File: config.mk
export PLATFORM = sky130hd
export DESIGN_NAME = stub_rf_datagen_mc
export DESIGN_NICKNAME = d
export VERILOG_FILES = /design/src/rtl/stub_rf_datagen_mc.sv
export SDC_FILE = /design/constraint.sdc
export NUM_CORES = 1
export LEC_CHECK = 0
export BUFFER_PORTS_ARGS = -buffer_cell sky130_fd_sc_hd__buf_2
export CORE_MARGIN = 2
export CORE_UTILIZATION = 59
export CTS_CLUSTER_SIZE = 40
export DETAILED_ROUTE_END_ITERATION = 7
export GPL_TIMING_DRIVEN = 0
export PLACE_DENSITY = 0.84
export SKIP_CTS_REPAIR_TIMING = 1
export SYNTH_ARGS = -nofsm -noshare
export SYNTH_HDL_FRONTEND = slang
export SYNTH_SLANG_ARGS = --single-unit
File: constraint.sdc
create_clock -name I_clk -period 3 [get_ports I_clk]
set_clock_uncertainty 0.1 [all_clocks]
set_input_delay 0.3 -clock I_clk [delete_from_list [all_inputs] [get_ports I_clk]]
set_output_delay 0.3 -clock I_clk [all_outputs]
set_load 0.02 [all_outputs]
File: src/rtl/stub_rf_datagen_mc.sv
// Multi-channel complex TX stimulus generator: ramp, constant, PRBS or square
// patterns on NUM_CH I/Q streams. A periodic valid strobe is used, and the
// generator supports back-pressure via I_tReady and optional finite bursts.
module stub_rf_datagen_mc #(
    parameter int unsigned DATA_W    = 12,
    parameter int unsigned NUM_CH    = 2,
    parameter int unsigned EN_PERIOD = 4,
    parameter int unsigned CNT_W     = 16
) (
    input  logic                     I_clk,
    input  logic                     I_rst_n,
    input  logic                     I_enable,
    input  logic                     I_tReady,
    input  logic [1:0]               I_mode,
    input  logic [DATA_W-1:0]        I_constVal,
    input  logic [CNT_W-1:0]         I_burstLen,
    output logic                     O_txEn,
    output logic [NUM_CH*DATA_W-1:0] O_txIm,
    output logic [NUM_CH*DATA_W-1:0] O_txRe,
    output logic [CNT_W-1:0]         O_sampleCnt,
    output logic                     O_busy,
    output logic                     O_done
);

    localparam int unsigned PH_W   = $clog2(EN_PERIOD);
    localparam int unsigned LFSR_W = 15;

    localparam logic [1:0] ST_IDLE = 2'd0;
    localparam logic [1:0] ST_RUN  = 2'd1;
    localparam logic [1:0] ST_DONE = 2'd2;

    localparam logic [PH_W-1:0] PH_ARM  = PH_W'(EN_PERIOD - 2);
    localparam logic [PH_W-1:0] PH_LAST = PH_W'(EN_PERIOD - 1);

    localparam logic [DATA_W-1:0] SQ_MAX = {1'b0, {(DATA_W-1){1'b1}}};
    localparam logic [DATA_W-1:0] SQ_MIN = {1'b1, {(DATA_W-1){1'b0}}};

    logic [1:0]                          state_q, state_nxt;
    logic [PH_W-1:0]                     ph_q, ph_nxt;
    logic                                txen_q, txen_nxt;
    logic [NUM_CH-1:0][DATA_W-1:0]       im_q, im_nxt;
    logic [NUM_CH-1:0][DATA_W-1:0]       re_q, re_nxt;
    logic [NUM_CH-1:0][LFSR_W-1:0]       lfsr_q, lfsr_nxt;
    logic [CNT_W-1:0]                    cnt_q, cnt_nxt, cnt_inc;
    logic                                busy_q, busy_nxt;
    logic                                done_q, done_nxt;
    logic [1:0]                          mode_q, mode_nxt;
    logic [DATA_W-1:0]                   const_q, const_nxt;
    logic [CNT_W-1:0]                    burst_q, burst_nxt;
    logic                                xfer;
    logic [LFSR_W-1:0]                   lfsr_step;

    // Per-channel seed keeps the channels decorrelated
    function automatic logic [LFSR_W-1:0] seed_f(input int unsigned k);
        return 15'h7FFF ^ LFSR_W'(k);
    endfunction

    // Fibonacci LFSR x^15 + x^14 + 1
    function automatic logic [LFSR_W-1:0] step_f(input logic [LFSR_W-1:0] l);
        return {l[13:0], l[14] ^ l[13]};
    endfunction

    // Next-state, strobe timing and pattern update
    always_comb begin
        state_nxt = state_q;
        ph_nxt    = ph_q;
        txen_nxt  = txen_q;
        im_nxt    = im_q;
        re_nxt    = re_q;
        lfsr_nxt  = lfsr_q;
        cnt_nxt   = cnt_q;
        busy_nxt  = busy_q;
        done_nxt  = done_q;
        mode_nxt  = mode_q;
        const_nxt = const_q;
        burst_nxt = burst_q;
        lfsr_step = '0;
        xfer      = txen_q && I_tReady;
        cnt_inc   = cnt_q + CNT_W'(1);

        case (state_q)
            ST_IDLE: begin
                if (I_enable) begin
                    state_nxt = ST_RUN;
                    busy_nxt  = 1'b1;
                    mode_nxt  = I_mode;
                    const_nxt = I_constVal;
                    burst_nxt = I_burstLen;
                    // Preload the first sample so data is valid at the first strobe
                    for (int k = 0; k < int'(NUM_CH); k++) begin
                        case (I_mode)
                            2'd0: begin
                                im_nxt[k] = '0;
                                re_nxt[k] = '0;
                            end
                            2'd1: begin
                                im_nxt[k] = I_constVal;
                                re_nxt[k] = I_constVal;
                            end
                            2'd2: begin
                                im_nxt[k] = lfsr_q[k][DATA_W-1:0];
                                re_nxt[k] = ~lfsr_q[k][DATA_W-1:0];
                            end
                            default: begin
                                im_nxt[k] = SQ_MAX;
                                re_nxt[k] = SQ_MIN;
                            end
                        endcase
                    end
                end
            end

            ST_RUN: begin
                // Phase freezes while a strobe is stalled by the sink
                if (!(txen_q && !I_tReady)) begin
                    ph_nxt = (ph_q == PH_LAST) ? '0 : ph_q + PH_W'(1);
                end
                if (ph_q == PH_ARM) begin
                    txen_nxt = 1'b1;
                end
                if (xfer) begin
                    txen_nxt = 1'b0;
                    cnt_nxt  = cnt_inc;
                    for (int k = 0; k < int'(NUM_CH); k++) begin
                        lfsr_step   = step_f(lfsr_q[k]);
                        lfsr_nxt[k] = lfsr_step;
                        case (mode_q)
                            2'd0: begin
                                im_nxt[k] = im_q[k] + DATA_W'(2 * k + 1);
                                re_nxt[k] = re_q[k] + DATA_W'(2 * k + 2);
                            end
                            2'd1: begin
                                im_nxt[k] = im_q[k];
                                re_nxt[k] = re_q[k];
                            end
                            2'd2: begin
                                im_nxt[k] = lfsr_step[DATA_W-1:0];
                                re_nxt[k] = ~lfsr_step[DATA_W-1:0];
                            end
                            default: begin
                                im_nxt[k] = re_q[k];
                                re_nxt[k] = im_q[k];
                            end
                        endcase
                    end
                    if ((burst_q != '0) && (cnt_inc == burst_q)) begin
                        state_nxt = ST_DONE;
                        busy_nxt  = 1'b0;
                        done_nxt  = 1'b1;
                    end
                end
            end

            default: begin
                // DONE: everything frozen until enable drops
            end
        endcase

        // Dropping enable returns to IDLE from any state and wins over a transfer
        if (!I_enable) begin
            state_nxt = ST_IDLE;
            ph_nxt    = '0;
            txen_nxt  = 1'b0;
            im_nxt    = '0;
            re_nxt    = '0;
            cnt_nxt   = '0;
            busy_nxt  = 1'b0;
            done_nxt  = 1'b0;
            for (int k = 0; k < int'(NUM_CH); k++) begin
                lfsr_nxt[k] = seed_f(k);
            end
        end
    end

    // State and output registers
    always_ff @(posedge I_clk or negedge I_rst_n) begin
        if (!I_rst_n) begin
            state_q <= ST_IDLE;
            ph_q    <= '0;
            txen_q  <= 1'b0;
            im_q    <= '0;
            re_q    <= '0;
            cnt_q   <= '0;
            busy_q  <= 1'b0;
            done_q  <= 1'b0;
            mode_q  <= '0;
            const_q <= '0;
            burst_q <= '0;
            for (int k = 0; k < int'(NUM_CH); k++) begin
                lfsr_q[k] <= seed_f(k);
            end
        end else begin
            state_q <= state_nxt;
            ph_q    <= ph_nxt;
            txen_q  <= txen_nxt;
            im_q    <= im_nxt;
            re_q    <= re_nxt;
            lfsr_q  <= lfsr_nxt;
            cnt_q   <= cnt_nxt;
            busy_q  <= busy_nxt;
            done_q  <= done_nxt;
            mode_q  <= mode_nxt;
            const_q <= const_nxt;
            burst_q <= burst_nxt;
        end
    end

    assign O_txEn      = txen_q;
    assign O_txIm      = im_q;
    assign O_txRe      = re_q;
    assign O_sampleCnt = cnt_q;
    assign O_busy      = busy_q;
    assign O_done      = done_q;

endmodule

==> flow_summary.rst <==
.. list-table::
   :header-rows: 1

   * - Metric
     - Value
   * - Top Ports
     - 101
   * - R2R setup slack
     - 0.05 ns
   * - Number of maximum-capacitance violations
     - 0
   * - Switching power
     - 1.64 mW
   * - Worst hold path depth
     - 3
   * - Required arrival time at the worst endpoint
     - 3.24 ns
   * - Portion of total power attributed to sequential cells
     - 0.382
   * - Violations in the final reports
     - negative hold slack
   * - Cells after synthesis
     - 927
   * - Antenna viol nets, final
     - 0
   * - Root Buffer Master
     - sky130_fd_sc_hd__clkbuf_16
   * - Total of warnings raised by yosys
     - 0
   * - Worst hold path type
     - primary input to flop
   * - Clock transition at the registers of the reported paths
     - 0.05 ns
   * - Clock latency at the later pin of the worst-skew pair
     - 0.42 ns
   * - Total internal power
     - 3.38 mW
   * - Area Overhead vs Synth
     - 17.4%
   * - Count of filler cells inserted in the layout
     - 1071
   * - RSZ-0062 raised after global routing
     - false
   * - Number of distinct standard cells referenced by the synthesized netlist
     - 61
   * - Post-synthesis instance area
     - 0.00755 sq mm
   * - Detail-routed net length per standard cell
     - 22.4 um
   * - Die Area
     - 0.0137 sq mm
   * - Arr. time, crit path
     - 3.19 ns
   * - Routed wire length
     - 27600 um
   * - Kind of critical path
     - flop to flop
   * - Count of vias placed by the detailed router
     - 8178
   * - First-pass GRT wire length
     - 42800 um
   * - Deepest level of the CTS H-tree
     - 4
   * - Sequential-to-total area share from yosys stat
     - 0.396
   * - Time the worst path needs with I/O delays and setup
     - 2.95 ns
   * - First-pass iteration count of the detailed router
     - 6
   * - Final-layout worst hold slack
     - -0.00485 ns
   * - Number of global-route vias before repair
     - 7829
   * - Status
     - finished, violations left
   * - PD cells
     - 566 mW/mm^2
   * - Starting utilization of the core area
     - 0.600
   * - Predominant post-synthesis flop cell
     - sky130_fd_sc_hd__dfrtp_1
   * - Chip Width
     - 117 um
   * - Crit-path max FO
     - 10
   * - Count of port buffers added during placement
     - 99
   * - Worst setup slack after placement
     - 0.154 ns
   * - Leakage power of the design
     - 3.74 nW
   * - Number of antenna violations at the first check in global routing
     - 0
   * - Highest-count cells in the layout ignoring fill and taps
     - sky130_fd_sc_hd__nand2_1, sky130_fd_sc_hd__buf_2, sky130_fd_sc_hd__a21oi_1
   * - Worst hold endpoint
     - burst_q[6]
   * - Worst Hold Launch
     - I_burstLen[6]
   * - Combinational share of power
     - 0.226
   * - Synthesized area divided by synthesized cell count
     - 8.14 sq um
   * - Endpoint of the lowest-slack register-to-register path
     - O_txIm[16]
   * - DRT iter0 DRCs
     - 1306
   * - Origin of the critical flop-to-flop path
     - mode_q[1]
   * - Mean number of vias per cell
     - 6.64
   * - Number of cells on the worst reg-to-reg path
     - 8
   * - Largest net degree at the start of global routing
     - 96
   * - Number of buffers created by CTS
     - 17
   * - Endpoint kind of the worst setup timing path
     - flop
   * - Number of core rows
     - 41
   * - Final hold violation count
     - 1
   * - Y dimension of the die
     - 117 um
   * - Switching Share
     - 0.326
   * - Maximum buffer depth of the clock tree
     - 2
   * - TNS Setup
     - 0 ns
   * - Number of enable-type register cells in the synthesized netlist
     - 0
   * - Register bit total from synthesis
     - 118
   * - Worst supply voltage drop on vdd
     - 0.404 mV
   * - Transition time of the tightest slew-check pin
     - 0.985 ns
   * - Tcrit/Tclk final
     - 0.982
   * - Half-perimeter wire length after placement
     - 19400 um
   * - Relative contribution of the clock network to total power
     - 0.392
   * - Async set-or-reset flop fraction in the synthesized netlist
     - 1.00
   * - Combined global-route utilization of all metal layers
     - 0.420
   * - Most common cell after layout, fill and taps aside
     - sky130_fd_sc_hd__nand2_1
   * - Fin nets
     - 1088
   * - Drc violations
     - 0
   * - Total inserted antenna cells
     - 0
   * - Global route overflow
     - 0
   * - Share of final-layout standard cells stronger than drive strength 1
     - 0.175
   * - Fin worst setup slack
     - 0.0527 ns
   * - Final-report max-slew violation count
     - 0
   * - Peak clock frequency supported by timing
     - 339 MHz
   * - RD Place Congestion
     - 1.03
   * - Core area
     - 0.0126 sq mm
   * - Count of clock tree sinks
     - 118
   * - Normalized max-slew margin
     - 0.343
   * - Critical path startpoint category
     - flop
   * - Number of nets produced by synthesis
     - 968
   * - Endpoints failing setup
     - 0
   * - Clock tree from TritonCTS
     - yes
-- sequential cells by signal, summed over array words and instances (netlist names) --
register     cells
O_busy           1
O_done           1
O_sampleCnt     16
O_txEn           1
O_txIm          24
O_txRe          24
burst_q         16
lfsr_q          30
mode_q           2
ph_q             2
state_q          1
-- logic make-up after synthesis --
logic type	after synthesis	synth area share
AO/OA/AOI/OAI	303	0.247
XOR/XNOR	42	0.0487
adder cells (fa/ha/maj)	7	0.0116
buffers and inverters	95	0.0489
flip-flops	118	0.396
multiplexers	34	0.0487
AND/OR/NAND/NOR	328	0.198
-- through the flow --
stage / instance area (sq um) / total power, mW / instances / util
finish: 8860 / 5.02 / 1232 / 0.705
global route: 8860 / 5.19 / 1232 / 0.705
CTS: 8850 / 4.96 / 1231 / 0.704
detailed placement: 8290 / 3.02 / 1199 / 0.660
global placement: 8260 / 2.99 / 1198 / 0.657
floorplan: 7550 / 2.59 / 927 / -
-- cells in the mapped netlist, types with 12 or more instances --
master                     instances  area (sq um)
sky130_fd_sc_hd__xnor2_1          22           193
sky130_fd_sc_hd__dfstp_2          29           762
sky130_fd_sc_hd__nand4_1          12          75.1
sky130_fd_sc_hd__mux2_2           22           248
sky130_fd_sc_hd__mux2i_1          12           120
sky130_fd_sc_hd__xor2_1           20           175
sky130_fd_sc_hd__dfrtp_1          89          2230
sky130_fd_sc_hd__nor2_1           74           278
sky130_fd_sc_hd__a21oi_1          91           455
sky130_fd_sc_hd__o22ai_1          22           138
sky130_fd_sc_hd__nand2_1         130           488
sky130_fd_sc_hd__nand3_1          35           175
sky130_fd_sc_hd__o22a_1           18           158
sky130_fd_sc_hd__clkbuf_1         59           221
sky130_fd_sc_hd__nand2b_1         13          81.3
sky130_fd_sc_hd__o21ai_0          79           395
sky130_fd_sc_hd__nor3_1           16          80.1
sky130_fd_sc_hd__a31oi_1          19           119
sky130_fd_sc_hd__inv_1            26          97.6
-- power groups by stage --
stage / logic [mW] / registers (mW) / clock network (mW)
after floorplan: 0.608 / 1.98 / 0
after global placement: 1.07 / 1.93 / 0
after detailed placement: 1.09 / 1.93 / 0
after CTS: 1.10 / 1.91 / 1.96
after global routing: 1.23 / 1.93 / 2.03
final: 1.13 / 1.92 / 1.96
-- area by class of cell --
class                   count  area (sq um)  area share
clock buffers              27           483      0.0545
repair buffers            101           539      0.0609
multi-input cells         714          4190       0.473
inverters                  27           101      0.0114
plain buffers              68           269      0.0304
flip-flops and latches    118          2990       0.337
clock inverters             5          75.1     0.00847
well taps                 172           215      0.0243
-- worst max-delay path, stage by stage (launching register included) --
cell	delay [ns]
sky130_fd_sc_hd__dfrtp_1	0.33
sky130_fd_sc_hd__clkbuf_1	0.51
sky130_fd_sc_hd__clkbuf_1	0.61
sky130_fd_sc_hd__buf_1	0.52
sky130_fd_sc_hd__nand2_1	0.22
sky130_fd_sc_hd__o21ai_0	0.13
sky130_fd_sc_hd__mux2i_1	0.10
sky130_fd_sc_hd__a2bb2oi_1	0.16
sky130_fd_sc_hd__a21oi_1	0.19
-- worst max path at each step --
stage                               from    endpoint  slack [ns]  depth (start not counted)
after floorplan           O_sampleCnt[0]      O_busy        0.57                          7
after global placement           I_rst_n  O_txIm[12]        0.12                          1
after detailed placement       mode_q[1]  O_txIm[12]        0.15                          7
after CTS                      mode_q[1]  O_txIm[12]        0.14                          7
after global routing           mode_q[1]  O_txIm[16]       0.004                          8
final                          mode_q[1]  O_txIm[16]        0.05                          8
-- layer usage --
| layer | routed length [um] | GRT usage | up-vias |
|---|---|---|---|
| li1 | - | - | 3586 |
| met1 | 10800 | 0.572 | 3790 |
| met2 | 11900 | 0.624 | 637 |
| met3 | 3210 | 0.0953 | 165 |
| met4 | 1680 | 0.235 | 0 |
| met5 | 0 | 0 | - |
Power figures use the tool's default switching activity.
